==> config.mk <==
export PLATFORM = sky130hd
export DESIGN_NAME = mole_scheduler_flat
export DESIGN_NICKNAME = d
export VERILOG_FILES = /design/src/rtl/mole_if.sv /design/src/rtl/mole_scheduler.sv /design/src/flat_wrapper.sv
export SDC_FILE = /design/constraint.sdc
export NUM_CORES = 1
export LEC_CHECK = 0
export ABC_CLOCK_PERIOD_IN_PS = 2900
export CAP_MARGIN = 20
export CORE_MARGIN = 2
export CORE_UTILIZATION = 50
export CTS_CLUSTER_SIZE = 30
export DETAILED_ROUTE_END_ITERATION = 7
export GPL_ROUTABILITY_DRIVEN = 0
export PLACE_DENSITY = 0.71
export SYNTH_ARGS = -nofsm -noshare
export SYNTH_HDL_FRONTEND = slang
export SYNTH_SLANG_ARGS = --single-unit
==> constraint.sdc <==
create_clock -name clk -period 2.9 [get_ports clk]
set_input_delay 0.29 -clock clk [delete_from_list [all_inputs] [get_ports clk]]
set_output_delay 0.29 -clock clk [all_outputs]
set_load 0.02 [all_outputs]
==> src/rtl/mole_if.sv <==
// mole_if: start/switch inputs and mole/score outputs
// between the board-side driver and mole_scheduler.
interface mole_if;
  logic        start;
  logic [17:0] hit_sw;
  logic [4:0]  mole_num;
  logic        mole_valid;
  logic [7:0]  score;
  logic [7:0]  misses;
  logic [7:0]  moles_done;
  logic        game_over;

  modport master (
    output start, hit_sw,
    input  mole_num, mole_valid, score,
    input  misses, moles_done, game_over
  );

  modport slave (
    input  start, hit_sw,
    output mole_num, mole_valid, score,
    output misses, moles_done, game_over
  );
endinterface

==> src/rtl/mole_scheduler.sv <==
// mole_scheduler: LFSR-picked moles, up/gap timing, score and miss counting.
// Define MOLE_PENALTY_EN to make wrong-hole hits count as a miss.
module mole_scheduler #(
  parameter int         NUM_HOLES   = 18,
  parameter int         UP_CYCLES   = 50_000_000,
  parameter int         GAP_CYCLES  = 25_000_000,
  parameter int         ROUND_MOLES = 20,
  parameter logic [7:0] LFSR_SEED   = 8'hA5
) (
  input logic   clk,
  input logic   rst_n,
  mole_if.slave bus
);
  localparam logic [7:0]  SEED =
    (LFSR_SEED == 8'h00) ? 8'h01 : LFSR_SEED;
  localparam logic [31:0] UP_LD  = 32'(UP_CYCLES - 1);
  localparam logic [31:0] GAP_LD = 32'(GAP_CYCLES - 1);
  localparam logic [7:0]  RM     = 8'(ROUND_MOLES);
  localparam logic [5:0]  NH     = 6'(NUM_HOLES);
  localparam logic [31:0] MASK   =
    32'((64'd1 << NUM_HOLES) - 64'd1);

  typedef enum logic [2:0] {
    IDLE, GAP, PICK, UP, DONE
  } state_t;

  state_t      state_q, state_d;
  logic [7:0]  lfsr;
  logic [17:0] sync1, sync2, prev;
  logic [31:0] timer, timer_d;
  logic [4:0]  num, num_d;
  logic [7:0]  score, score_d;
  logic [7:0]  misses, misses_d;
  logic [7:0]  done, done_d;
  logic [31:0] rise;
  logic        hit;
  logic        fin;
  logic [4:0]  cand;

  assign cand = lfsr[4:0];
  // Switches beyond the valid hole range never produce an edge.
  assign rise = {14'd0, sync2 & ~prev} & MASK;
  assign hit  = rise[num];

`ifdef MOLE_PENALTY_EN
  logic wrong;
  assign wrong = |(rise & ~(32'd1 << num));
`endif

  always_comb begin
    state_d  = state_q;
    timer_d  = timer;
    num_d    = num;
    score_d  = score;
    misses_d = misses;
    done_d   = done;
    fin      = 1'b0;
    unique case (state_q)
      IDLE, DONE: begin
        if (bus.start) begin
          score_d  = '0;
          misses_d = '0;
          done_d   = '0;
          timer_d  = GAP_LD;
          state_d  = GAP;
        end
      end
      GAP: begin
        if (timer == '0) state_d = PICK;
        else timer_d = timer - 32'd1;
      end
      PICK: begin
        if ({1'b0, cand} < NH) begin
          num_d   = cand;
          timer_d = UP_LD;
          state_d = UP;
        end
      end
      UP: begin
        if (hit) begin
          if (score != 8'hFF) score_d = score + 8'd1;
          fin = 1'b1;
`ifdef MOLE_PENALTY_EN
        end else if (wrong || timer == '0) begin
`else
        end else if (timer == '0) begin
`endif
          if (misses != 8'hFF) misses_d = misses + 8'd1;
          fin = 1'b1;
        end else begin
          timer_d = timer - 32'd1;
        end
        if (fin) begin
          num_d  = 5'd31;
          done_d = done + 8'd1;
          if (done + 8'd1 == RM) begin
            state_d = DONE;
          end else begin
            timer_d = GAP_LD;
            state_d = GAP;
          end
        end
      end
      default: state_d = IDLE;
    endcase
  end

  always_ff @(posedge clk or negedge rst_n) begin
    if (!rst_n) begin
      state_q <= IDLE;
      lfsr    <= SEED;
      sync1   <= '0;
      sync2   <= '0;
      prev    <= '0;
      timer   <= '0;
      num     <= 5'd31;
      score   <= '0;
      misses  <= '0;
      done    <= '0;
    end else begin
      state_q <= state_d;
      // x^8+x^6+x^5+x^4+1, free-running in every state
      lfsr    <= {lfsr[6:0],
                  lfsr[7] ^ lfsr[5] ^ lfsr[4] ^ lfsr[3]};
      sync1   <= bus.hit_sw;
      sync2   <= sync1;
      prev    <= sync2;
      timer   <= timer_d;
      num     <= num_d;
      score   <= score_d;
      misses  <= misses_d;
      done    <= done_d;
    end
  end

  assign bus.mole_num   = num;
  assign bus.mole_valid = (state_q == UP);
  assign bus.score      = score;
  assign bus.misses     = misses;
  assign bus.moles_done = done;
  assign bus.game_over  = (state_q == DONE);
endmodule

==> src/flat_wrapper.sv <==
// flat-port wrapper written by rule: the top's interface ports become plain ports
module mole_scheduler_flat 
#(
  parameter int         NUM_HOLES   = 18,
  parameter int         UP_CYCLES   = 50_000_000,
  parameter int         GAP_CYCLES  = 25_000_000,
  parameter int         ROUND_MOLES = 20,
  parameter logic [7:0] LFSR_SEED   = 8'hA5
)
  (clk, rst_n, bus_start, bus_hit_sw, bus_mole_num, bus_mole_valid, bus_score, bus_misses, bus_moles_done, bus_game_over);
  mole_if bus_i ();
  input logic clk;
  input logic rst_n;
  input wire logic [$bits(bus_i.start)-1:0] bus_start;
  input wire logic [$bits(bus_i.hit_sw)-1:0] bus_hit_sw;
  output wire logic [$bits(bus_i.mole_num)-1:0] bus_mole_num;
  output wire logic [$bits(bus_i.mole_valid)-1:0] bus_mole_valid;
  output wire logic [$bits(bus_i.score)-1:0] bus_score;
  output wire logic [$bits(bus_i.misses)-1:0] bus_misses;
  output wire logic [$bits(bus_i.moles_done)-1:0] bus_moles_done;
  output wire logic [$bits(bus_i.game_over)-1:0] bus_game_over;
  assign bus_i.start = bus_start;
  assign bus_i.hit_sw = bus_hit_sw;
  assign bus_mole_num = bus_i.mole_num;
  assign bus_mole_valid = bus_i.mole_valid;
  assign bus_score = bus_i.score;
  assign bus_misses = bus_i.misses;
  assign bus_moles_done = bus_i.moles_done;
  assign bus_game_over = bus_i.game_over;
  mole_scheduler #(.NUM_HOLES(NUM_HOLES), .UP_CYCLES(UP_CYCLES), .GAP_CYCLES(GAP_CYCLES), .ROUND_MOLES(ROUND_MOLES), .LFSR_SEED(LFSR_SEED)) u_core (.clk(clk), .rst_n(rst_n), .bus(bus_i));
endmodule
* Word-level counts from Yosys, hierarchy flattened *
Index checks and enable logic that the tools add are counted.

word-level totals
  latch bits = 0
  register bits = 126
  memory bits (read-only) = 0
  memories kept = 0
  logic and storage cells = 80
  memory bits (writable) = 0

cells by class
  $add $sub $neg = 4
  $lt $le $gt $ge = 2
  bitwise gates (word level) = 5
  equality and inequality tests = 16
  divide/modulo/power cells = 0
  mux-type cells = 31
  $mul = 0
  reduce and logical (&&, ||, !) cells = 12
  shifts and indexed selects = 0

operators with widths
  kind                                                        count
  2-to-1 mux 32 bit                                           6
  one-hot mux 32 bit (4 select lines)                         1
  2-to-1 mux 8 bit                                            7
  one-hot mux 8 bit (2 select lines)                          3
  zero test 32 bit                                            1
  subtractor 32 x 1 -> 32 bit, second input constant          1
  adder 8 x 1 -> 8 bit, second input constant                 3
  AND 18 bit                                                  1
  NOT 18 bit                                                  1
  != test 8 bit, second input constant                        2
  2-to-1 mux 3 bit                                            5
  != test 2 x 1 -> 1 bit, second input constant               7
  one-hot mux 3 bit (4 select lines)                          1
  2-to-1 mux 5 bit                                            2
  one-hot mux 5 bit (2 select lines)                          1
  AND reduction 3 bit                                         3
  == test 8 x 5 -> 1 bit, second input constant               1
  AND reduction 4 bit                                         2
  == test 3 x 2 -> 1 bit, second input constant               2
  less-than comparator 5 x 6 -> 1 bit, second input constant  1
  binary-select mux 1 bit (select 5 bit)                      1
  less-than comparator 5 bit, second input constant           1
  AND reduction 5 bit                                         1
  2-to-1 mux 1 bit                                            4
  8 further kinds                                             12

* Logic depth before layout (Yosys ltp) *
Gate-level depths: netlist of run 1.

  word-level depth = 8
  depth in mapped cells = 10

* Least setup slack after synthesis of run 1 *
Ideal clock, no wire load.

  kind = flip-flop to flip-flop
  start point = register u_core.num[1] (netlist: u_core.bus.mole_num[1])
  end point = register u_core.timer[24]
  stages on the path, launching flop included = 11
  slack = 0.215 ns
  setup time = 0.142 ns
  buffers on the path = 3
  data arrival time = 2.543 ns
  clock period less this slack = 2.685 ns
  path through = dfstp_2 -> buf_4 -> nor3b_1 -> a311o_1 -> a211oi_1 -> o41a_1 -> buf_4 -> buf_6 -> a21oi_1 -> a2111oi_0 -> o22ai_1

on the way
  cells in the longest elaborated chain, start to end = 6
  elaborated cells on any way between the ends = 8
  classes of those cells = mux (8)

ends and longest elaborated chain
  what                                                   RTL line                                    RTL
  from (decl)                                            mole_scheduler.sv:31                        logic [4:0] num, num_d;
  from (signal assigned)                                 mole_scheduler.sv:129                       num <= num_d;
  binary-select mux 1 bit (select 5 bit) (*)             mole_scheduler.sv:43                        assign hit = rise[num];
  2-to-1 mux 1 bit (not written as such) (*)             mole_scheduler.sv:43
  2-to-1 mux 32 bit or 2-to-1 mux 1 bit (tied branches)  mole_scheduler.sv:80                        if (hit) begin
  2-to-1 mux 32 bit or 2-to-1 mux 1 bit (tied branches)  mole_scheduler.sv:96, mole_scheduler.sv:58
  2-to-1 mux 32 bit (*)                                  mole_scheduler.sv:93                        if (fin) begin
  one-hot mux 32 bit (4 select lines) (*)                mole_scheduler.sv:58                        unique case (state_q)
  to (signal assigned)                                   mole_scheduler.sv:128                       timer <= timer_d;
  to (decl)                                              mole_scheduler.sv:30                        logic [31:0] timer, timer_d;

Every way passes the cells marked *; elsewhere a longest branch is shown, timed or not. The select of a mux whose other input is x is not followed.
A chain may end at the register's enable or synchronous reset.

* Final worst setup path of run 1 *
  start point = register u_core.timer[16]
  end point = register u_core.misses[6] (netlist: u_core.bus.misses[6])

on the way
  cells in the longest elaborated chain, start to end = 3

ends and longest elaborated chain
  what                                     RTL line               RTL
  zero test 32 bit                         mole_scheduler.sv:86   end else if (timer == '0) begin
  != test 2 x 1 -> 1 bit (no source line)  n/a
  AND reduction 5 bit (no source line)     n/a
  to (signal assigned)                     mole_scheduler.sv:131  misses <= misses_d;
  to (decl)                                mole_scheduler.sv:33   logic [7:0] misses, misses_d;

No other way between the ends.

==> results by group, run 1 <==
Synth
  – FF+latch count, synth: 126
  – Post-Synth XOR/XNOR Area: 0.0119
  – Post-synth EDFFs: 0
  – YS warnings: 0
  – Synthesized cell area: between 5000 and 6000 um^2
  – Mean post-synth cell area: 10.4 um^2
  – Primary FF master, synth: dfrtp_1
  – Syn nets: 592
  – Main combinational cell family by area after synthesis: simple AND/OR/NAND/NOR gates
  – Post-Synth Simple-Gate Area: 0.199
  – Yosys cell types: 78
  – Adder-cell share of the synthesized area: 0.0106
  – Post-synthesis cell count: about 570
  – Synth Area in Compound Gates: 0.199
  – Ys async rst share: 1.00
  – Post-synthesis mux area share: 0.0102
  – Sequential fraction of the synthesis area: 0.538

Final layout
  – Final core utilization: 0.640
  – Nets@finish: around 670
  – Fill count: 884
  – Layout cell share with drive strength beyond 1: 0.150
  – Antenna cell count: 0
  – Area grow syn2layout: 24.9%

Placement
  – Place WS: 86.2 ps
  – HPWL Detailed: 9820 um
  – IO Port Bufs: just over 50

Setup path
  – R2R depth: 9
  – Top Family by Delay on Critical Path: simple AND/OR/NAND/NOR gates
  – Slowest stage delay, CP: 570 ps
  – Crit start category: flop
  – Crit path kind: flop to flop
  – CP bufs+invs: 2
  – Worst path slowest cell: or4_4
  – Cell repeated most along the worst path: buf_4
  – Crit path arrival time: 3070 ps
  – Critical path data required time: around 3200 ps
  – Worst r2r dst: u_core.bus.misses[6]$_DFFE_PN0P_
  – Reg2reg start: u_core.timer[16]$_DFFE_PN0P_
  – CP endpoint kind: flop
  – CP cell instances: or4_4 -> nor4_4 -> nand4_1 -> buf_4 -> nor2_4 -> buf_4 -> a31o_2 -> a31oi_1 -> a41o_1
  – CP max FO: 8
  – Setup slack, reg-to-reg: 140 ps

Drt
  – Initial DRC count: 476
  – Routed WL: between 10000 and 15000 um
  – Via count of the routed design: ~4900
  – ANT nets after route: 0
  – Number of vias per cell: 6.12
  – Drt pass-1 iters: 5
  – DRC errors left: 0
  – Per-cell routed wire length: about 18 um

Die
  – DIE AREA: 12600 um^2
  – Chip Height: 112 um
  – Core area: approximately 11000 um^2
  – Row count: 39
  – Die width: 112 um
  – Initial Util: 0.513
  – I/O pin total: 52

Global routing
  – Largest net degree at the start of global routing: 73
  – Initial antenna violation count: 0
  – GRT busiest layer: met2
  – GR Layer Usage met2: 0.376
  – Vias in the first global route: 4929
  – Met3 usage: 0.0772
  – M1 GR Usage: 0.337
  – GR Overflow Total: 0
  – First-pass GRT wire length: 24700 um
  – Total GRT Usage: 0.248

STA
  – Slew Viols, Final: 0
  – Relative slew slack: 0.626
  – Slack of the critical path: about 140 ps
  – Tmin final: 2760 ps
  – Final Hold Viols: 0
  – Max Fclk: 0.362 GHz
  – Clock Skew: about 5 ps
  – RSZ-0062 raised after global routing: false
  – Final Cycle Share: 0.953
  – Sum Neg Setup Slack: 0 ps
  – Setup violators final: 0
  – Least-Margin Pin Slew: 556 ps

Hold path
  – Worst hold path type: input pin to flop
  – WHS Path Cells: 1
  – Hold Crit Start: bus_hit_sw[5]
  – Min-Delay Endpoint: u_core.sync1[5]$_DFF_PN0_

Clock tree
  – Worst skew pair latency: between 400 and 500 ps
  – CTS tree: built
  – Clk sinks: ~130
  – Clock Pin Slew Worst Setup and Hold Paths: 60 ps
  – Num CTS Buffers: 17
  – H-Tree Depth: 4
  – Root buf cell: clkbuf_16
  – Clock Path Buffers: 2

Power and ir drop
  – Leak: ~3.0 nW
  – Tot Pwr: 3.94 mW
  – Peak VDD IR: 463 uV
  – Power Density: 536 nW/um^2

Flow run
  – Max_cap viols: 0

Run status
  – Status: complete, no violations
cell type report:
class                           count  area (um^2)  share of cell area
Clock inverter                     12          111              0.0152
Multi-Input combinational cell    399         2560               0.349
Timing Repair Buffer               86          811               0.110
Sequential cell                   126         3170               0.431
Tap cell                          143          179              0.0244
Inverter                           15         56.3             0.00767
Clock buffer                       20          457              0.0622
metrics by stage:
step	hold WS [ps]	cells	area, um^2
floorplan	-5.59	566	5880
CTS	285	799	7300
finish	301	801	7340
global route	281	801	7340
global placement	289	766	6720
detailed placement	297	766	6720
logic make-up after synthesis:
kind of cell | count (synthesis)
DFF | 126
buffers and inverters | 41
adders and majority gates | 5
muxes | 6
and+or+nand+nor | 216
xor gates and xnor gates | 8
AOI/OAI and AO/OA | 164
cells in the mapped netlist, types with 4 or more instances:
cell        n  area share
dfrtp_1   117        0.50
nand2_1    50       0.032
nor2_1     45       0.029
a21oi_1    28       0.024
a31oi_1    26       0.028
o21ai_0    25       0.021
clkbuf_1   19       0.012
nand3_1    19       0.016
inv_1      15      0.0096
nand4_1    12       0.013
nor4_1     12       0.013
and3_1     11       0.012
o31ai_1    10       0.013
dfstp_2     9       0.040
nor3_1      8      0.0068
nor3b_1     8       0.010
or4_1       8       0.010
nor2b_1     7      0.0074
o22ai_1     7      0.0074
mux2i_1     6       0.010
o211ai_1    6      0.0077
o41ai_1     6      0.0089
xnor2_1     6      0.0089
a211oi_1    5      0.0064
a22o_1      5      0.0074
ha_1        5       0.011
nand2b_1    5      0.0053
nand3b_1    4      0.0051
o21a_1      4      0.0051
or3_1       4      0.0043
worst max path at each step:
stage	from	depth (start not counted)	slack, ps	to
after floorplan	u_core.bus.mole_num[1]$_DFFE_PN1P_	10	210	u_core.timer[24]$_DFFE_PN0P_
after global placement	u_core.timer[16]$_DFFE_PN0P_	7	160	u_core.bus.mole_num[4]$_DFFE_PN1P_
after detailed placement	u_core.bus.mole_num[1]$_DFFE_PN1P_	8	90	u_core.bus.misses[7]$_DFFE_PN0P_
after CTS	u_core.bus.mole_num[1]$_DFFE_PN1P_	8	70	u_core.bus.misses[5]$_DFFE_PN0P_
after global routing	u_core.timer[16]$_DFFE_PN0P_	8	1	u_core.bus.misses[7]$_DFFE_PN0P_
final	u_core.timer[16]$_DFFE_PN0P_	9	140	u_core.bus.misses[6]$_DFFE_PN0P_
registers in the layout (all words and copies together), names as in the netlist:
register / count
u_core.timer: 32
u_core.prev: 18
u_core.sync1: 18
u_core.sync2: 18
u_core.bus.misses: 8
u_core.bus.moles_done: 8
u_core.bus.score: 8
u_core.lfsr: 8
u_core.bus.mole_num: 5
u_core.state_q: 3
what timing repair did:
action,CTS,global route
endpoints found under the hold margin,36,0
buffers inserted,0,2
hold buffers,1,0
resized for setup,0,5
setup endpoints to repair,0,17
cell usage in the layout (no fill, tap or decap), drive strengths merged, types with 12 or more instances in the layout:
cell / count
a31oi: 27
buf: 35
nand4: 12
clkdlybuf4s50: 50
nand3: 19
o21ai: 29
nor2: 47
dfrtp: 117
nor4: 14
clkbuf: 20
nand2: 50
inv: 18
a21oi: 29
layer usage:
layer	up-vias	part of all wire	wire, um
met3	34	0.063	913
li1	2293	-	-
met5	-	0	0
met4	0	0.024	351
met2	178	0.46	6710
met1	2398	0.45	6570
power breakdown:
part	leakage (nW)	total [mW]	internal [mW]	switching (mW)
combinational	1.29	0.0965	0.0421	0.0544
sequential	1.43	1.81	1.80	0.0146
clock	0.273	2.03	1.23	0.801
Power figures use the tool's default switching activity.
==> run 2: changes to the inputs <==
--- a/config.mk
+++ b/config.mk
@@ -8,11 +8,10 @@
 export ABC_CLOCK_PERIOD_IN_PS = 2900
 export CAP_MARGIN = 20
 export CORE_MARGIN = 2
-export CORE_UTILIZATION = 50
+export CORE_UTILIZATION = 42
 export CTS_CLUSTER_SIZE = 30
 export DETAILED_ROUTE_END_ITERATION = 7
 export GPL_ROUTABILITY_DRIVEN = 0
-export PLACE_DENSITY = 0.71
 export SYNTH_ARGS = -nofsm -noshare
 export SYNTH_HDL_FRONTEND = slang
 export SYNTH_SLANG_ARGS = --single-unit
==> run 2 against run 1 <==
  * Sequential share of layout area shrank 1.2 points
  * Via count grew 0.43%
  * Largest cell class unchanged
  * Maximum frequency shrank 0.68%
  * Clock power grew 12%
  * Power grew 6.3%
  * Critical path depth is the same
==> results by group, run 2 (synthesis gave the netlist of run 1 again) <==
Drt
  – DRC errors left: 0 (unchanged)
  – Initial DRC count: 439 (-7.8%)
  – Per-cell routed wire length: 17.5 um (-3.5%)
  – Routed WL: 14900 um (+2.4%)
  – ANT nets after route: 0 (unchanged)
  – Drt pass-1 iters: 5 (unchanged)
  – Number of vias per cell: 5.79 (-5.4%)
  – Via count of the routed design: 4924 (+0.43%)

Die
  – Chip Height: 122 um (+8.8%)
  – Die width: 122 um (+8.8%)
  – I/O pin total: 52 (unchanged)
  – DIE AREA: 15000 um^2 (+18%)
  – Core area: 13800 um^2 (+20%)
  – Initial Util: 0.427 (-0.0858)
  – Row count: 43 (+10%)

Clock tree
  – Worst skew pair latency: 430 ps (about the same)
  – Clock Pin Slew Worst Setup and Hold Paths: 60 ps (about the same)
  – Clock Path Buffers: 2 (unchanged)
  – H-Tree Depth: 4 (unchanged)
  – CTS tree: built
  – Clk sinks: 126 (unchanged)
  – Num CTS Buffers: 17 (unchanged)
  – Root buf cell: clkbuf_16

STA
  – Slew Viols, Final: 0 (unchanged)
  – RSZ-0062 raised after global routing: true
  – Max Fclk: 0.359 GHz (-0.68%)
  – Slack of the critical path: 118 ps (-18.9 ps)
  – Clock Skew: 9.37 ps (+4.39 ps)
  – Sum Neg Setup Slack: 0 ps (unchanged)
  – Relative slew slack: 0.531 (-0.0955)
  – Setup violators final: 0 (unchanged)
  – Final Hold Viols: 0 (unchanged)
  – Least-Margin Pin Slew: 686 ps (+131 ps)
  – Min Hold Slack: 304 ps (+2.38 ps)
  – Tmin final: 2780 ps (+18.9 ps)
  – Final Cycle Share: 0.959 (+0.00650)

Placement
  – HPWL Detailed: 10200 um (+3.6%)
  – Placed insts: 810 (+5.7%)
  – IO Port Bufs: 51 (unchanged)
  – Place WS: 80.7 ps (-5.50 ps)

Setup path
  – Top Family by Delay on Critical Path: compound AO/OA/AOI/OAI gates
  – Worst path slowest cell: or3b_2
  – Crit start category: flop
  – CP cell instances: or3b_2 -> a21oi_1 -> o221ai_1 -> buf_4 -> o41ai_2 -> buf_4 -> a21oi_1 -> o32a_1 -> a221o_1
  – Slowest stage delay, CP: 470 ps (-100 ps)
  – CP endpoint kind: flop
  – Critical path data required time: 3200 ps (about the same)
  – CP bufs+invs: 2 (unchanged)
  – CP max FO: 13 (+5)
  – Crit path kind: flop to flop
  – Crit path arrival time: 3080 ps (about the same)

Run status
  – Status: complete, no violations

Final layout
  – Max FFs per register: 32 (unchanged)
  – Most flops, register: u_core.timer
  – Area grow syn2layout: 28.5%
  – Nets@finish: 683 (+1.8%)
  – Most common cell after layout, fill and taps aside: dfrtp_1
  – Antenna cell count: 0 (unchanged)
  – Fill count: 1243 (+41%)
  – Final core utilization: 0.549 (-0.0917)
  – Layout cell share with drive strength beyond 1: 0.161 (+0.0107)
  – Post-Layout Cell Count: 850 (+6.1%)
  – Most frequent cells in the layout: dfrtp_1 (117), nand2_1 (50), clkdlybuf4s50_1 (50), nor2_1 (45), buf_4 (42)

Global routing
  – Vias in the first global route: 4637 (-5.9%)
  – Largest net degree at the start of global routing: 57 (-22%)
  – First-pass GRT wire length: 24300 um (-1.6%)
  – Total GRT Usage: 0.211 (-0.0367)
  – GR Overflow Total: 0 (unchanged)
  – Initial antenna violation count: 0 (unchanged)

Hold path
  – Worst hold path type: input pin to flop

Flow run
  – Max_cap viols: 0 (unchanged)

Power and ir drop
  – Peak VDD IR: 393 uV (-15%)
  – Leak: 3.08 nW (+2.8%)
  – Power Density: 554 nW/um^2 (+3.3%)
## run 2: cell count changes in the layout (fill, tap and decap cells not counted), moves of 2 or more
cell	previous run	this run
buf_4	32	42
o221ai_1	0	2
inv_6	3	1
clkbuf_1	1	3
o221ai_2	2	0
clkinv_4	2	0
clkinv_2	3	1
bufinv_16	1	4
## run 2: per-layer routing
| metal | vias up | GRT usage | part of all wire | routed length, um |
|---|---|---|---|---|
| li1 | 2336 | - | - | - |
| met1 | 2430 | 0.301 | 0.47 | 7050 |
| met2 | 137 | 0.314 | 0.46 | 6810 |
| met3 | 21 | 0.0409 | 0.050 | 742 |
| met4 | 0 | 0.0934 | 0.019 | 281 |
| met5 | - | 0 | 0 | 0 |
## run 2: per-stage QoR
step	power [mW]	area [um^2]
6_report	4.19	7560
4_1_cts	4.23	7470
2_1_floorplan	1.86	5880
3_5_place_dp	1.94	6820
5_1_grt	4.32	7560
3_3_place_gp	1.94	6820
## run 2: worst register-to-register path, cell delays in order (launching register included)
cell      delay (ps)
dfstp_2          430
or3b_2           470
a21oi_1          180
o221ai_1         170
buf_4            170
o41ai_2          260
buf_4            230
a21oi_1          100
o32a_1           330
a221o_1          330
## run 2: worst paths after layout
| path | cells after the start | end | startpoint | slack (ps) |
|---|---|---|---|---|
| worst max register to register | 9 | u_core.timer[17]$_DFFE_PN0P_ | u_core.bus.mole_num[1]$_DFFE_PN1P_ | 120 |
| worst max-delay path | 9 | u_core.timer[17]$_DFFE_PN0P_ | u_core.bus.mole_num[1]$_DFFE_PN1P_ | 120 |
| worst min-delay path | 1 | u_core.sync1[5]$_DFF_PN0_ | bus_hit_sw[5] | 300 |
| max in group asynchronous | 3 | u_core.lfsr[7]$_DFF_PN1_ | rst_n | 1710 |
| min in group asynchronous | 2 | u_core.sync1[0]$_DFF_PN0_ | rst_n | 420 |
| worst min register to register | 0 | u_core.sync2[6]$_DFF_PN0_ | u_core.sync1[6]$_DFF_PN0_ | 350 |
## run 2: layout make-up
type | count | area (um^2) | area share
flip-flops and latches | 126 | 3160 | 0.419
multi-input cells | 399 | 2550 | 0.338
repair buffers | 98 | 917 | 0.121
clock buffers | 23 | 478 | 0.0633
well taps | 180 | 225 | 0.0298
clock inverters | 9 | 156 | 0.0207
inverters | 15 | 60.1 | 0.00795
## run 2: power by group
group / internal, mW / switching, mW
logic: 0.0498 / 0.0577
registers: 1.80 / 0.0141
clock network: 1.51 / 0.760
total: 3.35 / 0.832
## run 2: timing repair
item	in CTS	in global routing
hold endpoints to repair	45	0
buffers inserted	0	7
hold buffers	1	0
resized for setup	0	6
endpoints found under the setup margin	0	28
